File: src/rtl/slant_pkg.sv
// rtl/slant_pkg.sv - shared constants and types for the slant read-port arbiter
// Purpose: slot phase encodings, requester tags and the slot-ownership lookup
//          used by slant_slot_wheel and slant_rdport_arbiter.
// Ports:   none (package).
package slant_pkg;

  localparam logic [2:0] PH_HDMI0 = 3'd0;
  localparam logic [2:0] PH_HDMI1 = 3'd1;
  localparam logic [2:0] PH_TX0   = 3'd2;
  localparam logic [2:0] PH_TX1   = 3'd3;
  localparam logic [2:0] PH_DBG   = 3'd4;
  localparam logic [2:0] PH_LAST  = 3'd4;

  // Tag carried alongside each read so the return stage knows who issued it.
  typedef enum logic [1:0] {
    TAG_NONE = 2'd0,
    TAG_HDMI = 2'd1,
    TAG_TX   = 2'd2,
    TAG_DBG  = 2'd3
  } tag_t;

  localparam int REQ_HDMI = 0;
  localparam int REQ_TX   = 1;
  localparam int REQ_DBG  = 2;
  localparam int NUM_REQ  = 3;

  // Owner of the slot at a given wheel phase.
  function automatic tag_t slot_owner(input logic [2:0] ph);
    tag_t own;
    case (ph)
      PH_HDMI0, PH_HDMI1: own = TAG_HDMI;
      PH_TX0, PH_TX1:     own = TAG_TX;
      PH_DBG:             own = TAG_DBG;
      default:            own = TAG_NONE;
    endcase
    return own;
  endfunction

endpackage

File: src/rtl/slant_slot_wheel.sv
// rtl/slant_slot_wheel.sv - 5-phase slot wheel and divided pixel clock
// Purpose: counts phase 0..4 every Cclk, restarts at 0 on phase_align and
//          produces a registered pix_clk that is high during phases 0 and 1.
// Ports:
//   Cclk        in   system clock
//   rstn        in   asynchronous active-low reset
//   phase_align in   force phase 0 on the next cycle
//   phase       out  current slot phase (0..4)
//   pix_clk     out  divided pixel clock, aligned with phase
module slant_slot_wheel
  import slant_pkg::*;
(
  input  logic       Cclk,
  input  logic       rstn,
  input  logic       phase_align,
  output logic [2:0] phase,
  output logic       pix_clk
);

  logic [2:0] phase_nxt;

  always_comb begin
    phase_nxt = (phase == PH_LAST) ? PH_HDMI0 : phase + 3'd1;
    if (phase_align) begin
      phase_nxt = PH_HDMI0;
    end
  end

  // pix_clk is decoded from the next phase so the registered copy lines up
  // with the phase it describes rather than lagging by one cycle.
  always_ff @(posedge Cclk or negedge rstn) begin
    if (!rstn) begin
      phase   <= PH_HDMI0;
      pix_clk <= 1'b0;
    end else begin
      phase   <= phase_nxt;
      pix_clk <= (phase_nxt == PH_HDMI0) || (phase_nxt == PH_HDMI1);
    end
  end

endmodule

File: src/rtl/slant_rdport_arbiter.sv
// rtl/slant_rdport_arbiter.sv - time-slot arbiter for the slant Y/C memory read port
// Purpose: shares one memory read port between HDMI scan-out, radio TX and
//          debug readback on a 5-cycle slot wheel; lends idle slots by fixed
//          priority, issues registered reads and returns tagged data.
// Ports:
//   Cclk, rstn                 clock, asynchronous active-low reset
//   arb_en                     0 blocks new grants; in-flight reads still return
//   phase_align                restart the slot wheel at phase 0
//   <x>_req/_addr              request and address (x = hdmi, tx, dbg)
//   <x>_gnt                    combinational grant
//   <x>_rvalid/_rdata          1-cycle return pulse and held read data
//   mem_en/mem_addr/mem_rdata  memory read port
//   pix_clk, phase             divided pixel clock and slot phase
//   borrow_cnt                 saturating count of slots lent to a non-owner
module slant_rdport_arbiter
  import slant_pkg::*;
#(
  parameter int ADDR_W   = 16,
  parameter int DATA_W   = 40,
  parameter int BORROW_W = 16
) (
  input  logic                Cclk,
  input  logic                rstn,
  input  logic                arb_en,
  input  logic                phase_align,
  input  logic                hdmi_req,
  input  logic [ADDR_W-1:0]   hdmi_addr,
  output logic                hdmi_gnt,
  output logic                hdmi_rvalid,
  output logic [DATA_W-1:0]   hdmi_rdata,
  input  logic                tx_req,
  input  logic [ADDR_W-1:0]   tx_addr,
  output logic                tx_gnt,
  output logic                tx_rvalid,
  output logic [DATA_W-1:0]   tx_rdata,
  input  logic                dbg_req,
  input  logic [ADDR_W-1:0]   dbg_addr,
  output logic                dbg_gnt,
  output logic                dbg_rvalid,
  output logic [DATA_W-1:0]   dbg_rdata,
  output logic                mem_en,
  output logic [ADDR_W-1:0]   mem_addr,
  input  logic [DATA_W-1:0]   mem_rdata,
  output logic                pix_clk,
  output logic [2:0]          phase,
  output logic [BORROW_W-1:0] borrow_cnt
);

  tag_t              owner;
  tag_t              win;
  logic              owner_req;
  logic [ADDR_W-1:0] win_addr;
  logic              borrowed;
  tag_t              issue_tag;

  slant_slot_wheel u_wheel (
    .Cclk        (Cclk),
    .rstn        (rstn),
    .phase_align (phase_align),
    .phase       (phase),
    .pix_clk     (pix_clk)
  );

  // Grant selection: owner first, otherwise lend by HDMI > TX > DBG.
  // Ownership follows the current phase even when phase_align is pulsed,
  // since the wheel only restarts on the following cycle.
  always_comb begin
    owner     = slot_owner(phase);
    win       = TAG_NONE;
    owner_req = 1'b0;
    case (owner)
      TAG_HDMI: owner_req = hdmi_req;
      TAG_TX:   owner_req = tx_req;
      TAG_DBG:  owner_req = dbg_req;
      default:  owner_req = 1'b0;
    endcase
    if (arb_en) begin
      if (owner_req) begin
        win = owner;
      end else if (hdmi_req) begin
        win = TAG_HDMI;
      end else if (tx_req) begin
        win = TAG_TX;
      end else if (dbg_req) begin
        win = TAG_DBG;
      end
    end
  end

  always_comb begin
    win_addr = '0;
    case (win)
      TAG_HDMI: win_addr = hdmi_addr;
      TAG_TX:   win_addr = tx_addr;
      TAG_DBG:  win_addr = dbg_addr;
      default:  win_addr = '0;
    endcase
  end

  assign hdmi_gnt = (win == TAG_HDMI);
  assign tx_gnt   = (win == TAG_TX);
  assign dbg_gnt  = (win == TAG_DBG);
  assign borrowed = (win != TAG_NONE) && (win != owner);

  // Issue stage: a grant is only raised with its req, so a grant is an accept.
  always_ff @(posedge Cclk or negedge rstn) begin
    if (!rstn) begin
      mem_en     <= 1'b0;
      mem_addr   <= '0;
      issue_tag  <= TAG_NONE;
      borrow_cnt <= '0;
    end else begin
      mem_en    <= (win != TAG_NONE);
      issue_tag <= win;
      if (win != TAG_NONE) begin
        mem_addr <= win_addr;
      end
      if (borrowed && (borrow_cnt != {BORROW_W{1'b1}})) begin
        borrow_cnt <= borrow_cnt + {{(BORROW_W-1){1'b0}}, 1'b1};
      end
    end
  end

  // Return stage: the memory data for the issued address is sampled at the
  // edge ending the mem_en cycle and routed by the tag that travelled with it.
  always_ff @(posedge Cclk or negedge rstn) begin
    if (!rstn) begin
      hdmi_rvalid <= 1'b0;
      tx_rvalid   <= 1'b0;
      dbg_rvalid  <= 1'b0;
      hdmi_rdata  <= '0;
      tx_rdata    <= '0;
      dbg_rdata   <= '0;
    end else begin
      hdmi_rvalid <= (issue_tag == TAG_HDMI);
      tx_rvalid   <= (issue_tag == TAG_TX);
      dbg_rvalid  <= (issue_tag == TAG_DBG);
      if (issue_tag == TAG_HDMI) begin
        hdmi_rdata <= mem_rdata;
      end
      if (issue_tag == TAG_TX) begin
        tx_rdata <= mem_rdata;
      end
      if (issue_tag == TAG_DBG) begin
        dbg_rdata <= mem_rdata;
      end
    end
  end

endmodule
File: config.mk
export PLATFORM = sky130hd
export DESIGN_NAME = slant_rdport_arbiter
export DESIGN_NICKNAME = d
export VERILOG_FILES = /design/src/rtl/slant_pkg.sv /design/src/rtl/slant_slot_wheel.sv /design/src/rtl/slant_rdport_arbiter.sv
export SDC_FILE = /design/constraint.sdc
export NUM_CORES = 1
export LEC_CHECK = 0
export ABC_AREA = 1
export CORE_MARGIN = 8
export CORE_UTILIZATION = 48
export CTS_CLUSTER_SIZE = 25
export DETAILED_ROUTE_END_ITERATION = 8
export GPL_ROUTABILITY_DRIVEN = 0
export MAX_ROUTING_LAYER = met4
export PLACE_DENSITY = 0.87
export REMOVE_ABC_BUFFERS = 1
export SYNTH_ARGS = -nofsm -noshare
export SYNTH_HDL_FRONTEND = slang
export SYNTH_SLANG_ARGS = --single-unit
File: constraint.sdc
create_clock -name Cclk -period 5.35 [get_ports Cclk]
set_input_delay 0.8025 -clock Cclk [delete_from_list [all_inputs] [get_ports Cclk]]
set_output_delay 0.8025 -clock Cclk [all_outputs]
set_load 0.05 [all_outputs]
==> Word-level counts from Yosys, hierarchy flattened <==
Cells that the tools add are included.
{ "op_classes": {"n_eq_ne": 16, "n_reduce_logical": 8, "n_addsub": 2, "mux": 10} }
{ "op_table": {"columns": ["cell", "count"], "rows": [
  ["16-bit case mux with 3 select lines", 1],
  ["16-bit by 1-bit adder with 16-bit output, second input constant", 1],
  ["16-bit != test, second input constant", 1],
  ["2-bit equality test, second input constant", 6],
  ["2-bit two-way mux", 5],
  ["2-bit by 1-bit equality test with 1-bit output, second input constant", 3],
  ["3-bit by 1-bit equality test with 1-bit output, second input constant", 2],
  ["3-bit by 2-bit equality test with 1-bit output, second input constant", 2],
  ["3-bit logical NOT", 2],
  ["3-bit two-way mux", 2],
  ["2-bit case mux with 3 select lines", 1],
  ["2-bit OR reduction", 2],
  ["3-bit by 1-bit adder with 3-bit output, second input constant", 1],
  ["3-bit equality test, second input constant", 1],
  ["1-bit case mux with 3 select lines", 1],
  ["1-bit logical AND", 2],
  ["2-bit != test", 1],
  ["2-bit nonzero test", 1],
  ["1-bit logical OR", 1]
]} }
{ "totals": {"register_bits": 162, "input_bits": 95, "wordCells": 48} }

==> Depth between registers and ports, before layout <==
{ "logic_depth": {"depth_word": 10, "mapped_depth": 16, "mapped_depth_nobuf": 15} }

==> By module <==
From an unflattened synthesis, not the netlist that was laid out.
{ "unflattened": {"cells_unflattened": 722, "area_unflattened_um2": 6627.6} }
{ "modules_own_cells": {"columns": ["mod", "area_per_inst_um2", "instances", "cells_per_inst", "seq_area_each_um2"], "rows": [
  ["slant_rdport_arbiter", 6443.7, 1, 701, 3953.8],
  ["slant_slot_wheel", 183.9, 1, 21, 100.1]
]} }

==> Worst setup path after synthesis <==
Ideal clock, no wire load.
{ "synth_timing": {"path_kind": "reg2out", "start": "reg u_wheel.phase[0]", "end": "out hdmi_gnt", "path_slack_ns": 2.490, "arrival_ns": 2.057, "stages_incl_launch_ff": 11, "path_cell_list": "dfrtp_1 > inv_1 > ha_1 > nand2_1 > nand3_2 > nand3_2 > nand2_2 > nand2_4 > inv_2 > nor2_4 > buf_2"} }
{ "synth_between": {"elab_chain_len": 8, "elab_cells_between_ends": 15, "cone_classes": "eq/ne (8); mux (4); reduce/logical (3)"} }
{ "synth_lines": {"columns": ["item", "line", "source"], "rows": [
  ["from (decl)", "slant_slot_wheel.sv:16", "output logic [2:0] phase,"],
  ["from (signal assigned)", "slant_slot_wheel.sv:36", "phase <= phase_nxt;"],
  ["3-bit by 2-bit equality test with 1-bit output, or another cell as far along", "slant_pkg.sv:30", "case (ph)"],
  ["2-bit OR reduction", "slant_pkg.sv:30", null],
  ["2-bit case mux with 3 select lines (*)", "slant_pkg.sv:30", null],
  ["2-bit equality test or 2-bit by 1-bit equality test with 1-bit output (tied branches)", "slant_rdport_arbiter.sv:71", "case (owner)"],
  ["1-bit case mux with 3 select lines", "slant_rdport_arbiter.sv:71", null],
  ["2-bit two-way mux (*)", "slant_rdport_arbiter.sv:78", "if (owner_req) begin"],
  ["2-bit two-way mux (*)", "slant_rdport_arbiter.sv:77", "if (arb_en) begin"],
  ["via win[1]", "slant_rdport_arbiter.sv:50", "tag_t win;"],
  ["2-bit by 1-bit equality test with 1-bit output (*)", "slant_rdport_arbiter.sv:100", "assign hdmi_gnt = (win == TAG_HDMI);"],
  ["to (decl)", "slant_rdport_arbiter.sv:28", "output logic hdmi_gnt,"]
]} }
The timed path passes the listed nets; every way through them passes the cells marked *.

==> Final worst setup path <==
{ "layout_timing": {"start": "in tx_req", "end": "out tx_gnt"} }
{ "layout_between": {"elab_chain_len": 5, "elab_cells_between_ends": 6, "cone_classes": "eq/ne (1); mux (5)"} }
{ "layout_lines": {"columns": ["item", "line", "source"], "rows": [
  ["from (decl)", "slant_rdport_arbiter.sv:31", "input logic tx_req,"],
  ["2-bit two-way mux", "slant_rdport_arbiter.sv:82", "end else if (tx_req) begin"],
  ["2-bit two-way mux", "slant_rdport_arbiter.sv:80", "end else if (hdmi_req) begin"],
  ["2-bit two-way mux (*)", "slant_rdport_arbiter.sv:78", null],
  ["2-bit two-way mux (*)", "slant_rdport_arbiter.sv:77", null],
  ["via win[0]", "slant_rdport_arbiter.sv:50", null],
  ["2-bit equality test (*)", "slant_rdport_arbiter.sv:101", "assign tx_gnt = (win == TAG_TX);"],
  ["to (decl)", "slant_rdport_arbiter.sv:33", "output logic tx_gnt,"]
]} }
Marked as above.

==> metrics.csv <==
metric;value;unit
fp-row-count;43;
grt-ovfl-total;0;
power.static_leakage;0.00468;uW
core;0.0138;sq mm
cts_resized;0;
clk_transition_reported_paths;0.06;ns
crit_type;in -> out;
period_share;72.8;%
vias_per_cell;5.08;
final_common_cell;clkdlybuf4s50_1;
syn_area;0.00673;sq mm
grtUsageTotal;22.7;%
synth-seq-cells;162;
antenna_found_initial;0;
cts_setup_buffers;0;
cp_slowest_cell;clkdlybuf4s50_1;
die_area;0.0181;sq mm
crit_top_cell;clkdlybuf4s50_1;
tightest_slew;0.812;ns
grt_pass1_wl;31600;um
cts_buffers;17;
ys_warn_count;0;
vdd_drop_max;0.000300;V
cp_cell_sequence;clkdlybuf4s50_1, inv_1, a21oi_1, nand2_2, nand2_4, inv_2, nor2_4, clkdlybuf4s50_1;
cp.required;4.55;ns
yosysTopAreaCellShare;60.3;%
critPathArrivalTime;3.09;ns
max_stage_delay;0.89;ns
insertion_delay;0.42;ns
post-dp-hpwl;14400;um
seqPwrFrac;32.0;%
layout_common_cells;clkdlybuf4s50_1 (256), nand2_1 (226), dfrtp_1 (162);
crit_family;buffers and inverters;
dpl_cell_area;0.00942;sq mm
cap_violations;0;
avgSynthCellArea;9.25;sq um
antenna_cells;0;
rsz0062_at_grt;no;
start_kind;primary input;
drt_iter0_drc;411;
design_area;0.0100;sq mm
p_int;3100;uW
min_path_type;in -> async;
die_x;134;um
finalPower;5450;uW
area_growth_syn_to_layout;49.3;%
netlist_top_cells_area;dfrtp_1 (60%), nand2_1 (13%), o21ai_0 (8.9%);
ctsHoldBuffers;0;
setup_violations;0;
vias;5944;
layout.nets;1078;
fmax;257;MHz
cts_sinks;162;
pwr-share-clk;23.4;%
setup_tns;0;ns
finClkSkew;0.00724;ns
drive_above_1_share;7.99;%
drc_errors;0;
totalWireLength;19800;um
min_period;3.90;ns
maxSlewViolCount;0;
p_sw_share;43.2;%
die_height;134;um
crit_buf_inv;4;
grt_max_degree;82;
comb_power_share;44.6;%
finalHoldViolCount;0;
synth_top_area_cell;dfrtp_1;
synth_cells;727;
htree_levels;4;
power.density;542;mW/mm^2
crit_fanout;17;
outcome;completed;
io_pins;258;
netSwitchingPower;2350;uW
grt_pass1_vias;6210;
ys_types;28;
initial_core_util;48.8;%
ant_nets;0;
yosysSeqAreaShare;60.3;%
routedWlPerCell;16.9;um
tritoncts;built;
dr.pass1.iters;5;
end_kind;output port;
slew_headroom;45.9;%
post-route-util;72.9;%
clockBufferDepth;2;
root_buffer;clkbuf_16;
portBuffers;257;
## stage by stage
step	cells	hold WS, ns	setup WS (ns)
6_report	1169	0.299	1.45
5_1_grt	1169	0.324	1.27
4_1_cts	1169	0.294	1.43
3_5_place_dp	1138	0.471	1.47
3_3_place_gp	1138	0.465	1.51
2_1_floorplan	696	0.439	2.54
## power groups by stage
stage	sequential, uW	combinational, uW	clock, uW
2_1_floorplan	2890	365	0
3_3_place_gp	1740	2410	0
3_5_place_dp	1760	2440	0
4_1_cts	1740	2450	1290
5_1_grt	1780	2550	1340
6_report	1740	2430	1270
## state kept, by name, indices dropped and copies added (netlist names)
signal and count:
u_wheel.pix_clk 1, hdmi_rvalid 1, dbg_rvalid 1, borrow_cnt 16, mem_addr 16, mem_en 1
issue_tag 2, tx_rdata 40, dbg_rdata 40, hdmi_rdata 40, tx_rvalid 1, u_wheel.phase 3
## worst paths after layout
kind / startpoint / end / slack [ns] / depth (start not counted)
max: tx_req / tx_gnt / 1.45 / 8
min: rstn / dbg_rdata[0] / 0.30 / 1
max reg2reg: u_wheel.phase[0] / borrow_cnt[11] / 3.24 / 14
min reg2reg: hdmi_rdata[21] / hdmi_rdata[21] / 0.48 / 2
max in group asynchronous: rstn / borrow_cnt[2] / 3.89 / 2
min in group Cclk: hdmi_rdata[21] / hdmi_rdata[21] / 0.48 / 2
## cells in the mapped netlist (all sizes together)
cell type and number:
o21ai 120, clkinv 2, xnor2 5, inv 71
dfrtp 162, nor3 11, buf 7, or2 1
nand2 250, nor2 8, o21bai 1, ha 6
xor2 8, clkbuf 24, nand4 18, a21oi 1
nand3 32
## layout make-up
cell class,instances,area (sq um)
clock buffers,18,439
fillers,1022,3730
clock inverters,13,186
repair buffers,262,2610
flip-flops and latches,162,4050
well taps,180,225
multi-input cells,461,2250
inverters,73,274
## metal layers
metal	track usage (%)	wire (um)	up-vias
met5	-	0	-
met4	8.67	445	0
met3	7.07	1860	29
met2	37.3	9860	230
met1	25.5	7610	2870
li1	-	-	2815
## cell families after synthesis
kind of cell               synth area share, %
AOI/OAI and AO/OA                         9.12
xor gates and xnor gates                  1.69
adders and majority gates                 1.12
buffers and inverters                     6.33
DFF                                       60.3
and+or+nand+nor                           21.5
## worst register-to-register path, cell delays in order, from the launching register on
cell and delay, ns:
dfrtp_1 0.42, ha_1 0.23, ha_1 0.18, inv_1 0.06, nand3_2 0.13, nand3_2 0.12
nand2_2 0.08, nand2_4 0.12, nand2_2 0.06, nand2_1 0.07, inv_2 0.03, nand2_2 0.08
nand3_4 0.22, nand2_2 0.12, nand2_1 0.06
Power figures use the tool's default switching activity.
